[config.mk]
export PLATFORM = sky130hd
export DESIGN_NAME = multiword_add_sequencer
export DESIGN_NICKNAME = d
export VERILOG_FILES = /design/src/rtl/multiword_add_sequencer_pkg.sv /design/src/rtl/ripple_carry_adder.sv /design/src/rtl/multiword_add_sequencer.sv
export SDC_FILE = /design/constraint.sdc
export NUM_CORES = 1
export LEC_CHECK = 0
export BUFFER_PORTS_ARGS = -buffer_cell sky130_fd_sc_hd__buf_2
export CAP_MARGIN = 30
export CELL_PAD_IN_SITES_DETAIL_PLACEMENT = 0
export CELL_PAD_IN_SITES_GLOBAL_PLACEMENT = 1
export CORE_UTILIZATION = 25
export CTS_BUF_LIST = sky130_fd_sc_hd__clkbuf_4
export CTS_CLUSTER_DIAMETER = 150
export CTS_CLUSTER_SIZE = 8
export DETAILED_ROUTE_END_ITERATION = 16
export PLACE_DENSITY = 0.47
export SYNTH_ARGS = -nofsm -noshare
export SYNTH_HDL_FRONTEND = slang
export SYNTH_SLANG_ARGS = --single-unit
[constraint.sdc]
create_clock -name clk -period 10.45 [get_ports clk]
set_input_delay 1.5675 -clock clk [delete_from_list [all_inputs] [get_ports clk]]
set_output_delay 1.5675 -clock clk [all_outputs]
set_load 0.01 [all_outputs]
[src/rtl/multiword_add_sequencer_pkg.sv]
// Shared definitions for the multi-word add sequencer: FSM state
// encoding and the word-index width helper.
package multiword_add_sequencer_pkg;

    typedef enum logic [1:0] {
        IDLE = 2'd0,
        RUN  = 2'd1,
        DONE = 2'd2
    } seq_state_t;

    // Width of the word index; at least one bit so a counter always exists.
    function automatic int idx_width(input int numwords);
        return (numwords <= 1) ? 1 : $clog2(numwords);
    endfunction

endpackage

[src/rtl/ripple_carry_adder.sv]
// Plain NUMBITS-wide ripple-carry adder, one full-adder cell per bit.
module ripple_carry_adder #(
    parameter int NUMBITS = 16
) (
    input  logic [NUMBITS-1:0] a,
    input  logic [NUMBITS-1:0] b,
    input  logic               cin,
    output logic [NUMBITS-1:0] s,
    output logic               cout
);

    logic [NUMBITS:0] c;

    assign c[0] = cin;

    // Per-bit full-adder cells chained through c[].
    for (genvar i = 0; i < NUMBITS; i++) begin : g_bit
        assign s[i]   = a[i] ^ b[i] ^ c[i];
        assign c[i+1] = (a[i] & b[i]) | (a[i] & c[i]) | (b[i] & c[i]);
    end

    assign cout = c[NUMBITS];

endmodule

[src/rtl/multiword_add_sequencer.sv]
// Multi-precision adder controller: adds two NUMWORDS x NUMBITS operands
// through one shared NUMBITS-wide adder, LSW first, one word per cycle,
// with the carry held in a register between word steps.
// Optional macro SEQ_SUBTRACT_EN adds an op_sub port for A-B.
module multiword_add_sequencer
    import multiword_add_sequencer_pkg::*;
#(
    parameter int NUMBITS  = 16,
    parameter int NUMWORDS = 4
) (
    input  logic                         clk,
    input  logic                         rst,
    input  logic                         start,
    input  logic [NUMBITS*NUMWORDS-1:0]  a_in,
    input  logic [NUMBITS*NUMWORDS-1:0]  b_in,
    input  logic                         carryin,
`ifdef SEQ_SUBTRACT_EN
    input  logic                         op_sub,
`endif
    output logic                         busy,
    output logic                         done,
    output logic [NUMBITS*NUMWORDS-1:0]  sum,
    output logic                         carryout
);

    localparam int IW = idx_width(NUMWORDS);
    localparam logic [IW-1:0] LAST = IW'(NUMWORDS - 1);

    seq_state_t                        state;
    logic [IW-1:0]                     idx;
    logic                              cy;
    logic [NUMWORDS-1:0][NUMBITS-1:0]  a_q;
    logic [NUMWORDS-1:0][NUMBITS-1:0]  b_q;
    logic [NUMWORDS-1:0][NUMBITS-1:0]  sum_q;

    logic [NUMBITS-1:0]                add_s;
    logic                              add_co;
    logic                              sub_req;

`ifdef SEQ_SUBTRACT_EN
    assign sub_req = op_sub;
`else
    assign sub_req = 1'b0;
`endif

    // Shared datapath: current word of each operand plus the carry register.
    ripple_carry_adder #(
        .NUMBITS (NUMBITS)
    ) u_rca (
        .a    (a_q[idx]),
        .b    (b_q[idx]),
        .cin  (cy),
        .s    (add_s),
        .cout (add_co)
    );

    assign sum = sum_q;

    // Sequencer FSM: accept in IDLE, one word per RUN cycle, one-cycle DONE.
    always_ff @(posedge clk or posedge rst) begin
        if (rst) begin
            state    <= IDLE;
            idx      <= '0;
            cy       <= 1'b0;
            a_q      <= '0;
            b_q      <= '0;
            sum_q    <= '0;
            carryout <= 1'b0;
            busy     <= 1'b0;
            done     <= 1'b0;
        end else begin
            case (state)
                IDLE: begin
                    done <= 1'b0;
                    if (start) begin
                        a_q      <= a_in;
                        // Subtraction is A + ~B + 1, so only the latch changes.
                        b_q      <= sub_req ? ~b_in : b_in;
                        cy       <= sub_req ? 1'b1 : carryin;
                        sum_q    <= '0;
                        carryout <= 1'b0;
                        idx      <= '0;
                        busy     <= 1'b1;
                        state    <= RUN;
                    end
                end
                RUN: begin
                    sum_q[idx] <= add_s;
                    cy         <= add_co;
                    if (idx == LAST) begin
                        carryout <= add_co;
                        done     <= 1'b1;
                        state    <= DONE;
                    end else begin
                        idx <= idx + 1'b1;
                    end
                end
                DONE: begin
                    done  <= 1'b0;
                    busy  <= 1'b0;
                    state <= IDLE;
                end
                default: begin
                    done  <= 1'b0;
                    busy  <= 1'b0;
                    state <= IDLE;
                end
            endcase
        end
    end

endmodule

==> results of run 1 <==
registers in the layout (all words and copies together) (netlist names):
name and flops:
carryout 1, state 2, sum 64, done 1
idx 2, cy 1, a_q 64, b_q 64
busy 1
area by class of cell:
cell class / instances / area (um2)
well taps: 511 / 639
diodes: 3 / 7.51
inverters: 35 / 139
repair buffers: 212 / 1140
clock inverters: 14 / 156
flip-flops and latches: 200 / 5010
multi-input cells: 349 / 4000
fillers: 3834 / 26400
clock buffers: 18 / 135
cells in the final DEF, fill, tap and decap left out, types with 2 or more instances in the layout:
cell,netlist,layout
clkbuf_4,0,18
and3b_1,66,66
buf_16,0,2
dfrtp_2,0,3
inv_6,0,2
nor2b_1,3,3
inv_1,35,34
a21oi_1,2,2
a221o_1,65,65
and3_1,2,2
mux4_2,32,32
nor3b_1,2,2
ha_1,4,4
inv_8,0,6
mux2_2,128,128
fa_1,16,16
dfrtp_1,200,197
buf_2,10,198
nor2_1,15,15
and2_1,4,4
clkinvlp_4,0,3
buf_4,5,12
nor4b_1,2,2
a211o_1,2,2
nand2b_1,2,2
diode_2,0,3
worst max path at each step:
stage / from / slack [ns] / to
floorplan: idx[1] / 1.93 / sum[63]
global placement: idx[1] / 1.63 / sum[31]
detailed placement: idx[1] / 1.61 / sum[15]
CTS: idx[1] / 1.57 / sum[63]
global route: idx[1] / 1.36 / sum[31]
finish: idx[1] / 1.72 / sum[63]
routing by layer:
metal	track usage, %	vias to the layer above	share of wire [%]
li1	-	2757	-
met1	21.1	3118	50
met2	21.5	153	44
met3	3.81	20	4.7
met4	3.19	6	1.2
met5	0	-	0.17
stage by stage:
stage,hold WS (ns),worst slack [ns],util (%),cells,area [um2]
final,0.524,1.72,29.9,1342,11200
after global routing,0.538,1.36,29.9,1341,11200
after floorplan,0.475,1.93,-,638,9510
after CTS,0.527,1.57,29.8,1339,11200
after detailed placement,0.491,1.61,29.1,1307,10900
after global placement,0.484,1.63,28.9,1305,10900
power by group through the flow:
stage | clock network, mW | registers, mW | logic (mW)
2_1_floorplan | 0 | 1.31 | 1.60
3_3_place_gp | 0 | 1.37 | 2.39
3_5_place_dp | 0 | 1.38 | 2.41
4_1_cts | 0.469 | 1.36 | 2.42
5_1_grt | 0.494 | 1.40 | 2.61
6_report | 0.439 | 1.35 | 2.36
cell families after synthesis:
kind of cell	Yosys count
flops	200
mux	160
simple gates	98
buf+inv	89
compound gates	71
fa+ha+maj	20
==> impl_metrics.py, run 1 <==
metrics = {
    "cts": {
        "insertion_delay_ns": 0.63,
        "root_buffer": "clkbuf_4",
        "clock_sinks": 200,
        "ctsResizeCount": 0,
        "cts_buffer_depth": 2,
        "path_clk_slew_ns": 0.17,
        "cts_tree": "done",
        "cts_hold_buffers": 0,
        "cts_setup_buffers": 0,
        "cts.htree.levels": 4,
        "cts_buffers": 17,
    },
    "logic_synthesis": {
        "syn_inst": 638,
        "synthArstFlopShare_pct": 100,
        "ys_warn_count": 0,
        "synthSimpleGateAreaFrac_pct": 7.97,
        "syn_area_per_cell_um2": 14.9,
        "yosysSeqAreaShare_pct": 52.6,
        "synth_edf_count": 0,
        "synth.most_common_cell": "dfrtp_1",
        "yosys.area.top_type_share_pct": 52.6,
        "yosys.area_share.xor_xnor_pct": 0,
        "synth_compound_area_share_pct": 7.41,
        "yosys-mux-area-fraction_pct": 22.7,
        "synth_nets": 790,
        "synth-seq-cells": 200,
        "synth.cell_area_um2": 9510,
        "yosys.area.top_type": "dfrtp_1",
        "synth-main-ff-cell": "dfrtp_1",
        "synthTopCellsByCount": "200 x dfrtp_1, 128 x mux2_2, 66 x and3b_1",
        "synthTopCellsByArea": "dfrtp_1 53%, mux2_2 15%, mux4_2 7.6%, a221o_1 6.8%, and3b_1 6.1%",
        "ys_types": 27,
        "synthAdderAreaFrac_pct": 3.90,
        "synth_top_family_by_area": "multiplexers",
    },
    "critical_path": {
        "crit_type": "reg -> reg",
        "r2r.worst_path.cells": 21,
        "crit_top_cell": "fa_1",
        "cp.depth": 21,
        "rrSetupSlack_ns": 1.72,
        "reg2reg_from": "idx[1]",
        "worstPathRequired_ns": 10.97,
        "path_cells": "mux4_2, fa_1, inv_1, fa_1, fa_1, fa_1, fa_1, fa_1, fa_1, fa_1, fa_1, fa_1, fa_1, fa_1, fa_1, fa_1, fa_1, inv_1, fa_1, nor2b_1, a221o_1",
        "worstPathArrival_ns": 9.25,
        "r2r-end": "sum[63]",
        "crit_slowest_cell": "dfrtp_2",
        "worstPathMaxFanout": 16,
        "setup.worst_path.start_class": "flop",
        "end_kind": "flop",
        "worst_path_dominant_cell_family": "adder cells",
        "slowest_delay_ns": 0.68,
        "cp_num_buf_inv": 2,
    },
    "timing": {
        "relSlewSlack_pct": 40.4,
        "fin_crit_ns": 8.73,
        "max_freq_mhz": 114,
        "rsz0062_at_grt": "no",
        "setup_viol": 0,
        "finalMaxSlewViolations": 0,
        "fin_tns_setup_ns": 0,
        "timing.final.crit_share_pct": 83.6,
        "worst_pin_slew_ns": 0.894,
        "skew_ns": 0.0312,
        "hold_viol_final": 0,
    },
    "drt": {
        "wl_per_cell_um": 20.3,
        "ant_nets": 0,
        "vias_per_cell": 4.51,
        "drtIter0Drc": 330,
        "firstDrtPassIters": 4,
        "finalWirelength_um": 27300,
        "num_vias": 6054,
        "drcViolationCount": 0,
    },
    "placed_design": {
        "io_buffer_count": 198,
        "dpl.hpwl_um": 18900,
        "place_congestion": 0.689,
    },
    "floorplanning": {
        "core_um2": 37600,
        "io_pins": 199,
        "row_count": 71,
        "start_util_pct": 25.3,
        "die_h_um": 197,
        "dieArea_um2": 38800,
        "fp.dieW_um": 197,
    },
    "pwr": {
        "p_int_mw": 2.30,
        "p_clk_share_pct": 10.6,
        "power_mw": 4.15,
        "peakVddDrop_v": 0.000197,
        "power_frac_seq_pct": 32.6,
        "p_sw_mw": 1.85,
        "power_switching_share_pct": 44.5,
        "power_frac_comb_pct": 56.8,
        "power_density_nw_per_um2": 370,
        "power_leakage_nw": 5.30,
    },
    "global_routing": {
        "grt.total_usage_pct": 14.5,
        "grt_max_degree": 81,
        "antenna_found_initial": 5,
        "grt_pass1_vias": 6462,
        "grt_overflow": 0,
        "grt_pass1_wl_um": 41800,
    },
    "final_layout": {
        "nets": 967,
        "layout-drive-gt1-share_pct": 49.5,
        "syn2layout_area_growth_pct": 18.0,
    },
    "worst_hold_path": {
        "min_from": "a_q[40]",
        "worstHoldPathCells": 1,
        "hold_class": "reg -> reg",
        "holdPathEnd": "a_q[40]",
    },
    "job": {
        "drv_cap": 0,
    },
    "run_status": {
        "status": "finished, final reports clean",
    },
}
(Power assumes the default switching activity.)
==> run 2: changes to the inputs <==
==> constraint.sdc (replaced) <==
create_clock -name clk -period 9.1 [get_ports clk]
set_input_delay 1.365 -clock clk [delete_from_list [all_inputs] [get_ports clk]]
set_output_delay 1.365 -clock clk [all_outputs]
set_load 0.01 [all_outputs]
==> run 2 against run 1 <==
Against the previous run: hold slack hardly changed; critical path depth stayed put; sequential cell count stayed put; utilization is 0.063 points higher; power is 16% higher.
==> impl_metrics.py, run 2 (same netlist as run 1, synthesis figures left out) <==
metrics = {
    "final_layout": {
        "layout-drive-gt1-share_pct": 49.5,
        "nets": 968,
        "mostFrequentLayoutCell": "buf_2",
        "fin_area_um2": 11200,
        "utilization_pct": 29.9,
        "final_cell_mix": "198 x buf_2, 197 x dfrtp_1, 128 x mux2_2, 66 x and3b_1, 65 x a221o_1",
        "syn2layout_area_growth_pct": 18.3,
    },
    "critical_path": {
        "crit_slowest_cell": "dfrtp_2",
        "r2r.worst_path.cells": 21,
        "end_kind": "flop",
        "path_cells": "mux4_2, fa_1, inv_1, fa_1, fa_1, fa_1, fa_1, fa_1, fa_1, fa_1, fa_1, fa_1, fa_1, fa_1, fa_1, fa_1, fa_1, inv_1, fa_1, nor2b_1, a221o_1",
        "crit_top_cell": "fa_1",
        "crit_type": "reg -> reg",
        "rrSetupSlack_ns": 0.38,
        "worstPathRequired_ns": 9.62,
        "r2r-end": "sum[63]",
        "worstPathArrival_ns": 9.24,
        "worstPathMaxFanout": 10,
        "slowest_delay_ns": 0.53,
        "setup.worst_path.start_class": "flop",
        "reg2reg_from": "idx[0]",
    },
    "cts": {
        "cts_buffers": 17,
        "root_buffer": "clkbuf_4",
        "cts_tree": "done",
        "cts_buffer_depth": 2,
        "insertion_delay_ns": 0.64,
        "path_clk_slew_ns": 0.18,
        "ctsResizeCount": 0,
        "cts_setup_buffers": 0,
        "cts.htree.levels": 4,
        "clock_sinks": 200,
        "cts_hold_buffers": 0,
    },
    "drt": {
        "finalWirelength_um": 27100,
        "num_vias": 6093,
        "wl_per_cell_um": 20.3,
        "drtIter0Drc": 310,
        "vias_per_cell": 4.55,
        "ant_nets": 0,
        "firstDrtPassIters": 4,
        "drcViolationCount": 0,
    },
    "worst_hold_path": {
        "holdPathEnd": "a_q[27]",
        "worstHoldPathCells": 1,
        "hold_class": "reg -> reg",
        "min_from": "a_q[27]",
    },
    "floorplanning": {
        "io_pins": 199,
        "row_count": 71,
        "fp.dieW_um": 197,
        "die_h_um": 197,
        "start_util_pct": 25.3,
        "core_um2": 37600,
        "dieArea_um2": 38800,
    },
    "pwr": {
        "peakVddDrop_v": 0.000189,
        "power_density_nw_per_um2": 428,
        "power_leakage_nw": 5.32,
        "power_mw": 4.81,
    },
    "global_routing": {
        "grt_overflow": 0,
        "grt_pass1_wl_um": 41300,
        "grt_pass1_vias": 6259,
        "antenna_found_initial": 6,
        "grt.total_usage_pct": 14.4,
        "grt_max_degree": 102,
    },
    "timing": {
        "worst_pin_slew_ns": 0.855,
        "relSlewSlack_pct": 43.0,
        "setup_viol": 0,
        "fin_tns_setup_ns": 0,
        "hold_viol_final": 0,
        "max_freq_mhz": 115,
        "finalMaxSlewViolations": 0,
        "timing.final.crit_share_pct": 95.9,
        "skew_ns": 0.0327,
        "fin_crit_ns": 8.72,
        "rsz0062_at_grt": "no",
    },
    "placed_design": {
        "place_congestion": 0.688,
        "io_buffer_count": 198,
        "placed_cell_area_um2": 10900,
        "dpl.hpwl_um": 18800,
    },
    "run_status": {
        "status": "finished, final reports clean",
    },
    "job": {
        "drv_cap": 0,
    },
}
==> run 2: worst max path at each step <==
stage,startpoint,to,cells past startpoint
6_report,idx[0],sum[63],21
3_3_place_gp,idx[0],sum[47],21
4_1_cts,idx[0],sum[63],21
3_5_place_dp,idx[0],sum[31],21
5_1_grt,idx[0],sum[63],21
2_1_floorplan,idx[1],sum[63],23
==> run 2: stage by stage <==
stage | hold WS [ns] | setup WS [ns] | cells
3_5_place_dp | 0.494 | 0.285 | 1308
5_1_grt | 0.543 | 0.0166 | 1340
2_1_floorplan | 0.475 | 0.575 | 638
3_3_place_gp | 0.485 | 0.345 | 1307
6_report | 0.525 | 0.377 | 1340
4_1_cts | 0.530 | 0.250 | 1339
==> run 2: area by class of cell <==
type	count	area [um2]
antenna	1	2.50
clock inverter	14	205
multi-input combinational	349	4000
tap	511	639
timing repair buffer	213	1120
clock buffer	17	128
sequential	200	5010
inverter	35	139
fill	3815	26300
==> run 2: critical path: cells and delay by family (launching register included) <==
family,cells,cell delay [ns]
AND/OR/NAND/NOR,1,0.20
adder cells (fa/ha/maj),16,7.02
AO/OA/AOI/OAI,1,0.31
buffers and inverters,2,0.15
flip-flops,1,0.53
multiplexers,1,0.41
==> run 2: power breakdown <==
| group | internal [mW] | switching, mW | total (mW) |
|---|---|---|---|
| registers | 1.30 | 0.256 | 1.55 |
| clock network | 0.180 | 0.364 | 0.544 |
| logic | 1.20 | 1.52 | 2.72 |
==> run 2: per-layer routing <==
layer	part of all wire, %	GRT usage (%)
met3	5.5	3.72
met4	0.64	2.67
met1	50	21.3
met2	43	21.0
met5	0.27	0
